$ cat src/rtl/div_issue_ctrl_if.sv
// Request/writeback bundle between execute-stage issue logic and div_issue_ctrl.
// Latency: none (wires only).
// Backpressure: req_ready is the only throttle; writeback has no ready.
//
// Ports: req_valid/req_ready/req_op/req_a/req_b/req_tag (issue side),
//        wb_valid/wb_tag/wb_data (writeback side).
interface div_issue_ctrl_if #(
    parameter int TAG_W = 5
);
    logic             req_valid;
    logic             req_ready;
    logic [1:0]       req_op;
    logic [31:0]      req_a;
    logic [31:0]      req_b;
    logic [TAG_W-1:0] req_tag;
    logic             wb_valid;
    logic [TAG_W-1:0] wb_tag;
    logic [31:0]      wb_data;

    // master: the issue stage / writeback consumer
    modport master (
        output req_valid, req_op, req_a, req_b, req_tag,
        input  req_ready, wb_valid, wb_tag, wb_data
    );

    // slave: div_issue_ctrl
    modport slave (
        input  req_valid, req_op, req_a, req_b, req_tag,
        output req_ready, wb_valid, wb_tag, wb_data
    );
endinterface

$ cat src/rtl/div_issue_ctrl.sv
// Divide/remainder front-end: signed->magnitude conversion, corner-case bypass, in-order tagged writeback.
// Latency: LATENCY+1 non-stall edges from accept to wb_valid (core and bypass paths alike).
// Backpressure: none beyond req_ready = rst_n & ~stall; stall freezes every register.
//
// Ports: clk, rst_n (sync, active low), stall, flush, io (div_issue_ctrl_if.slave: req_*, wb_*),
//        div_valid/div_dividend/div_divisor/div_ctrl/div_stall (to core),
//        div_quotient/div_remainder/div_out_valid (from core), inflight, err.
// Optional: define DIV_ALIGN_CHECK_EN to enable the sticky core/tracker alignment check on err.
module div_issue_ctrl #(
    parameter int LATENCY = 28,
    parameter int TAG_W   = 5
) (
    input  logic                 clk,
    input  logic                 rst_n,
    input  logic                 stall,
    input  logic                 flush,
    div_issue_ctrl_if.slave      io,
    output logic                 div_valid,
    output logic [31:0]          div_dividend,
    output logic [31:0]          div_divisor,
    output logic [1:0]           div_ctrl,
    output logic                 div_stall,
    input  logic [31:0]          div_quotient,
    input  logic [31:0]          div_remainder,
    input  logic                 div_out_valid,
    output logic [5:0]           inflight,
    output logic                 err
);

    typedef struct packed {
        logic             valid;
        logic             ghost;   // flushed op whose core result is still coming
        logic [TAG_W-1:0] tag;
        logic             op1;     // 1 = remainder
        logic             neg;
        logic             byp;
        logic [31:0]      bdata;
    } trk_t;

    trk_t trk [0:LATENCY];
    trk_t head;
    trk_t new_entry;

    logic        accept;
    logic        signed_op;
    logic        by_zero;
    logic        ovf;
    logic        bypass;
    logic [31:0] a_mag;
    logic [31:0] b_mag;
    logic [31:0] byp_data;
    logic [31:0] head_sel;
    logic [31:0] head_res;

    // Flushed entries stop being valid, but those already handed to the core
    // keep a ghost marker so the core's late out_valid still lines up.
    function automatic trk_t kill(input trk_t e);
        trk_t k;
        k       = e;
        k.ghost = e.ghost | (e.valid & ~e.byp);
        k.valid = 1'b0;
        return k;
    endfunction

    assign io.req_ready = rst_n & ~stall;
    assign div_stall    = stall;
    assign accept       = io.req_valid & io.req_ready & ~flush;
    assign signed_op    = ~io.req_op[0];
    assign head         = trk[LATENCY];

    always_comb begin
        a_mag    = (signed_op && io.req_a[31]) ? (~io.req_a + 32'd1) : io.req_a;
        b_mag    = (signed_op && io.req_b[31]) ? (~io.req_b + 32'd1) : io.req_b;
        by_zero  = (io.req_b == 32'd0);
        ovf      = signed_op && (io.req_a == 32'h8000_0000) && (io.req_b == 32'hFFFF_FFFF);
        bypass   = by_zero | ovf;
        // Divide-by-zero wins over overflow (b cannot be both 0 and -1 anyway).
        if (by_zero) byp_data = io.req_op[1] ? io.req_a : 32'hFFFF_FFFF;
        else         byp_data = io.req_op[1] ? 32'd0    : 32'h8000_0000;

        new_entry       = '0;
        new_entry.valid = accept;
        new_entry.tag   = io.req_tag;
        new_entry.op1   = io.req_op[1];
        new_entry.neg   = signed_op & (io.req_op[1] ? io.req_a[31]
                                                    : (io.req_a[31] ^ io.req_b[31]));
        new_entry.byp   = bypass;
        new_entry.bdata = byp_data;
    end

    always_comb begin
        head_sel = head.op1 ? div_remainder : div_quotient;
        head_res = head.byp ? head.bdata : (head.neg ? (~head_sel + 32'd1) : head_sel);
    end

    always_ff @(posedge clk) begin
        if (!rst_n) begin
            for (int i = 0; i <= LATENCY; i++) trk[i] <= '0;
            div_valid    <= 1'b0;
            div_dividend <= '0;
            div_divisor  <= '0;
            div_ctrl     <= '0;
            io.wb_valid  <= 1'b0;
            io.wb_tag    <= '0;
            io.wb_data   <= '0;
            inflight     <= '0;
        end else if (flush) begin
            if (!stall) begin
                // Core advances this edge, so the ghosts advance with it.
                trk[0] <= '0;
                for (int i = 1; i <= LATENCY; i++) trk[i] <= kill(trk[i-1]);
                div_valid <= 1'b0;
            end else begin
                for (int i = 0; i <= LATENCY; i++) trk[i] <= kill(trk[i]);
            end
            io.wb_valid <= 1'b0;
            inflight    <= '0;
        end else if (!stall) begin
            trk[0] <= new_entry;
            for (int i = 1; i <= LATENCY; i++) trk[i] <= trk[i-1];
            div_valid <= accept & ~bypass;
            if (accept) begin
                div_dividend <= a_mag;
                div_divisor  <= b_mag;
                div_ctrl     <= io.req_op;
            end
            io.wb_valid <= head.valid;
            if (head.valid) begin
                io.wb_tag  <= head.tag;
                io.wb_data <= head_res;
            end
            inflight <= inflight + 6'(accept) - 6'(head.valid);
        end
    end

`ifdef DIV_ALIGN_CHECK_EN
    // After reset the core may still deliver results for dropped ops, so the
    // check is blanked for one full tracker depth of non-stall cycles.
    logic [5:0] blank_cnt;
    logic       expect_out;

    assign expect_out = (head.valid | head.ghost) & ~head.byp;

    always_ff @(posedge clk) begin
        if (!rst_n) begin
            err       <= 1'b0;
            blank_cnt <= 6'(LATENCY + 1);
        end else if (!stall) begin
            if (blank_cnt != 6'd0)              blank_cnt <= blank_cnt - 6'd1;
            else if (div_out_valid != expect_out) err       <= 1'b1;
        end
    end
`else
    logic unused_core_vld;
    assign unused_core_vld = div_out_valid;
    assign err             = 1'b0;
`endif

endmodule

$ cat src/flat_wrapper.sv
// flat-port wrapper written by rule: the top's interface ports become plain ports
module div_issue_ctrl_flat 
#(
    parameter int LATENCY = 28,
    parameter int TAG_W   = 5
)
  (clk, rst_n, stall, flush, div_valid, div_dividend, div_divisor, div_ctrl, div_stall, div_quotient, div_remainder, div_out_valid, inflight, err, io_req_valid, io_req_op, io_req_a, io_req_b, io_req_tag, io_req_ready, io_wb_valid, io_wb_tag, io_wb_data);
  div_issue_ctrl_if #(.TAG_W(TAG_W)) io_i ();
  input  logic clk;
  input  logic rst_n;
  input  logic stall;
  input  logic flush;
  output logic div_valid;
  output logic [31:0] div_dividend;
  output logic [31:0] div_divisor;
  output logic [1:0] div_ctrl;
  output logic div_stall;
  input  logic [31:0] div_quotient;
  input  logic [31:0] div_remainder;
  input  logic div_out_valid;
  output logic [5:0] inflight;
  output logic err;
  input wire logic [$bits(io_i.req_valid)-1:0] io_req_valid;
  input wire logic [$bits(io_i.req_op)-1:0] io_req_op;
  input wire logic [$bits(io_i.req_a)-1:0] io_req_a;
  input wire logic [$bits(io_i.req_b)-1:0] io_req_b;
  input wire logic [$bits(io_i.req_tag)-1:0] io_req_tag;
  output wire logic [$bits(io_i.req_ready)-1:0] io_req_ready;
  output wire logic [$bits(io_i.wb_valid)-1:0] io_wb_valid;
  output wire logic [$bits(io_i.wb_tag)-1:0] io_wb_tag;
  output wire logic [$bits(io_i.wb_data)-1:0] io_wb_data;
  assign io_i.req_valid = io_req_valid;
  assign io_i.req_op = io_req_op;
  assign io_i.req_a = io_req_a;
  assign io_i.req_b = io_req_b;
  assign io_i.req_tag = io_req_tag;
  assign io_req_ready = io_i.req_ready;
  assign io_wb_valid = io_i.wb_valid;
  assign io_wb_tag = io_i.wb_tag;
  assign io_wb_data = io_i.wb_data;
  div_issue_ctrl #(.LATENCY(LATENCY), .TAG_W(TAG_W)) u_core (.clk(clk), .rst_n(rst_n), .stall(stall), .flush(flush), .io(io_i), .div_valid(div_valid), .div_dividend(div_dividend), .div_divisor(div_divisor), .div_ctrl(div_ctrl), .div_stall(div_stall), .div_quotient(div_quotient), .div_remainder(div_remainder), .div_out_valid(div_out_valid), .inflight(inflight), .err(err));
endmodule
$ cat config.mk
export PLATFORM = sky130hd
export DESIGN_NAME = div_issue_ctrl_flat
export DESIGN_NICKNAME = d
export VERILOG_FILES = /design/src/rtl/div_issue_ctrl_if.sv /design/src/rtl/div_issue_ctrl.sv /design/src/flat_wrapper.sv
export SDC_FILE = /design/constraint.sdc
export NUM_CORES = 2
export LEC_CHECK = 0
export CORE_ASPECT_RATIO = 1.25
export CORE_MARGIN = 2
export CORE_UTILIZATION = 28
export CTS_CLUSTER_SIZE = 30
export DETAILED_ROUTE_END_ITERATION = 16
export SETUP_SLACK_MARGIN = 0.5
export SYNTH_ARGS = -nofsm -noshare
export SYNTH_HDL_FRONTEND = slang
export SYNTH_SLANG_ARGS = --single-unit
$ cat constraint.sdc
create_clock -name clk -period 40 [get_ports clk]
set_clock_uncertainty 0.05 [all_clocks]
set_input_delay 8 -clock clk [delete_from_list [all_inputs] [get_ports clk]]
set_output_delay 8 -clock clk [all_outputs]
set_load 0.01 [all_outputs]
Yosys cells after proc, flatten, opt, wreduce, memory -nomap -nowiden
Memory sizes are Yosys's and may differ from the RTL's. Index checks and enable logic that the tools add are counted.

Register bits after elaboration: 111. Bits in writable memories: 1218. Bits of input ports: 141. Output and inout bits: 114. Word-level logic and storage cells: 324. Memories kept: 1.

Add/subtract/negate cells: 5. Equality and inequality tests: 2. Muxes and demuxes: 111. Bitwise operators: 189. Reduce and logical (&&, ||, !) cells: 8.

Memories: u_core.trk (depth 29, bits a word 42, rd ports 29, clocked after Yosys merged registers in 0, write ports 29, RTL line div_issue_ctrl.sv:40) `trk_t trk [0:LATENCY];`.

Operators by type and width (count): 42-bit 2-to-1 mux (87); 32-bit 2-to-1 mux (8); 1-bit OR (117); 32-bit by 1-bit adder with 32-bit output (second input constant) (3); 32-bit inverter (3); 32-bit == test (second input constant) (2); 1-bit AND (34); 1-bit inverter (34); 32-bit logical NOT (1); 1-bit 2-to-1 mux (16); 6-bit by 1-bit adder with 6-bit output (1); 3-bit AND reduction (2); 6-bit by 1-bit subtractor with 6-bit output (1); 1-bit logical AND (4); 2-bit OR reduction (1); 1-bit XOR (1).

Logic depth before layout (Yosys ltp)
Depth in word-level cells: 8. Mapped depth: 15. Depth with buffers taken out: 11.

Least setup slack after synthesis
Ideal clock, no wire load.

Path kind: input -> register. From: input port stall. To: memory u_core.trk[10][0] in the netlist's numbering, enable pin. Setup time: 0.942 ns. Arrival time: 20.238 ns. Required time: 39.008 ns. Setup slack: 18.770 ns. Cell stages on the path: 5. Buffers on the path: 3. Cell sequence: clkbuf_1 -> and2_1 -> clkbuf_1 -> clkbuf_1 -> inv_1.

RTL lines: start, declared (RTL line flat_wrapper.sv:11) `input logic stall;`; end, declared (RTL line div_issue_ctrl.sv:40).

Final worst setup path
From: input port rst_n. To: output port io_req_ready.

Cells in the longest elaborated chain, start to end: 1.

Ends and longest elaborated chain: start, declared (RTL line flat_wrapper.sv:10) `input logic rst_n;`; 1-bit AND (RTL line div_issue_ctrl.sv:65) `assign io.req_ready = rst_n & ~stall;`; end, declared (RTL line flat_wrapper.sv:28) `output wire logic [$bits(io_i.req_ready)-1:0] io_req_ready;`.

Every way passes these cells.

==> results.cfg <==
[worst_setup_path]
critPathTopFamily = buffers and inverters
end_kind = output pin
cp_data_required_time_ps = 31950
crit_buf_inv = 4
cp-start-kind = primary input
rr_startpoint = u_core.trk[28][34]
cp_slowest_cell = buf_4
reg2regPathDepth = 7
crit_fanout = 52
critical_path_class = in2out
arrival_ps = 9640
r2r_setup_slack_ps = 36120
rr_endpoint = u_core.io.wb_data[21]
crit_path_cell_trace = buf_2, inv_2, buf_4, nor2_4, clkdlybuf4s50_1
slowest_delay_ps = 700

[yosys]
synth_area_leaders = edfxtp_1 68%, and2_1 14%, dfxtp_1 6.0%, clkbuf_1 1.4%, xor2_1 0.76%
syn_inst = 3470
synth.cell_area_um2 = 50800
synth_nets = 3622
ys_ff_latch = 1300
synth_top_cell_by_area = edfxtp_1
synth_common_cells = 1151 x and2_1, 1148 x edfxtp_1, 190 x clkbuf_1
ys_warn_count = 0
yosysSeqAreaShare_pct = 73.9
synth.most_common_cell = and2_1
async_flop_share_pct = 0
synth_top_area_share_pct = 67.9
postSynthAreaPerCell_um2 = 14.6
synth-edff-count = 1148
yosys_most_used_dff = edfxtp_1
synth_cell_type_count = 67

[clock_network]
cts.path.max_buffers = 3
htree_levels = 4
clkSinkCount = 1300
post_cts_resize_count = 0
clk_pin_slew_ps = 60
numCtsBuffers = 139
cts_setup_buffers = 0
cts_root_buf = clkbuf_16
clk_latency_ps = 740
hold_buffers = 0
tritoncts = built

[sta]
worst_slack_ps = 22310
hold_viol_final = 0
fin_crit_sh_pct = 44.2
layout_min_cycle_time_ps = 17690
finalMaxSlewViolations = 0
fin_tns_setup_ps = 0
rsz0062_at_grt = no
finalSetupViolCount = 0
tightest_slew_ps = 1250
maxSlewHeadroom_pct = 16.7
fmax_mhz = 56.5

[worst_hold_path]
hp-start = u_core.io.wb_tag[4]
hp-class = reg2reg
whs_endpoint = u_core.io.wb_tag[4]
min_path_cells = 2

[detailed_routing]
drt_wl_total_um = 84800
drt_iter0_markers = 1770
num_vias = 25800
remaining_drc_errors = 0
wl_per_cell_um = 13.7
antenna_left = 0
drt_pass1_iterations = 5
vias_per_cell = 4.18

[floorplanning]
die_h_um = 480
die_width_um = 385
initial_core_util_pct = 28.2
num_rows = 174
core_region_area_um2 = 180000
ios = 255
die_area_um2 = 185000

[cells_and_area]
drive_above_1_share_pct = 7.07
finalNonFillerCells = 6171
fillCellCount = 17300
nNetsFinal = 3841
syn_to_final_growth_pct = 18.3

[flow_run]
cap_violations = 0

[placement]
gp_congestion = 0.831
dp_hpwl_um = 48700
dp.cells = 5924
pre_cts_ws_ps = 22300
portBuffers = 252

[global_routing]
antenna_found_initial = 7
grt_pass1_vias = 25100
grt_pass1_wl_um = 134000
gr-usage-all-layers_pct = 8.96
grt_overflow = 0
grt_start_max_net_pins = 309

[power_and_ir_drop]
power_density_nw_per_um2 = 48.6
ir_worst_vdd_mv = 0.0301
power_uw = 2920
p_leak_uw = 0.0221

[status]
outcome = finished, final reports clean
## report_power, final
part,internal (uW),switching [uW],leakage (uW)
logic,52.5,83.9,0.00601
registers,1560,15.4,0.0140
clock network,698,508,0.00208
## per-layer routing
metal | track usage [%] | vias to the layer above | share of wire, %
met2 | 14.6 | 530 | 47
met3 | 3.44 | 177 | 7.7
met4 | 3.96 | 6 | 3.5
met5 | 0 | - | 0.047
li1 | - | 12700 | -
met1 | 10.4 | 12300 | 42
## state kept, by name, summed over array words and instances, names as in the netlist
name                 count
u_core.trk            1189
u_core.div_dividend     32
u_core.div_divisor      32
u_core.io.wb_data       32
u_core.inflight          6
u_core.io.wb_tag         5
u_core.div_ctrl          2
u_core.div_valid         1
u_core.io.wb_valid       1
## cell usage in the layout, fill, tap and decap left out, drive strengths merged, types with 39 or more instances in the layout
| master | synthesis | final |
|---|---|---|
| a21oi | 68 | 68 |
| a22o | 39 | 39 |
| and2 | 1151 | 1151 |
| clkbuf | 190 | 190 |
| clkdlybuf4s50 | 0 | 251 |
| dfxtp | 152 | 152 |
| edfxtp | 1148 | 1148 |
| nand2 | 84 | 84 |
| nand3 | 41 | 41 |
| nor2 | 66 | 66 |
| o21ai | 68 | 68 |
| xor2 | 44 | 44 |
## tightest hold or removal path, stage by stage, from the launching register on
cell and delay [ps]:
dfxtp_1 300, nand2_1 50, a21oi_1 50
## per-stage QoR
stage	hold slack [ps]	util (%)	area, um2
2_1_floorplan	367	-	50800
3_3_place_gp	385	31.0	55800
3_5_place_dp	389	31.0	55800
4_1_cts	404	33.3	60000
5_1_grt	425	33.3	60000
6_report	401	33.3	60000
## how the worst max path moves through the flow
| stage | start | to | slack, ps | cells after the start |
|---|---|---|---|---|
| floorplan | stall | u_core.trk[10][0] | 18770 | 5 |
| global placement | rst_n | io_req_ready | 22300 | 5 |
| detailed placement | rst_n | io_req_ready | 22300 | 5 |
| CTS | rst_n | io_req_ready | 22300 | 5 |
| global route | rst_n | io_req_ready | 22210 | 5 |
| finish | rst_n | io_req_ready | 22310 | 5 |
## cell type report
type                       count  area, um2  share of cell area (%)
sequential                  1300      37500                    62.5
multi-input combinational   1938      12400                    20.6
clock buffer                 190       3750                    6.25
tap                         2376       2970                    4.95
timing repair buffer         283       2790                    4.64
clock inverter                55        512                   0.853
inverter                      27        116                   0.194
antenna                        2       5.00                 0.00834
## cells by family (layout without fill, tap and decap cells)
logic type | count (synthesis) | after routing | share of synthesized area (%)
AO/OA/AOI/OAI | 297 | 297 | 3.99
other | 1 | 3 | 0.00739
buffers and inverters | 232 | 555 | 1.79
adder cells (fa/ha/maj) | 11 | 11 | 0.286
flip-flops | 1300 | 1300 | 73.9
AND/OR/NAND/NOR | 1511 | 1511 | 17.9
XOR/XNOR | 80 | 80 | 1.38
multiplexers | 38 | 38 | 0.759
Power figures use the tool's default switching activity.
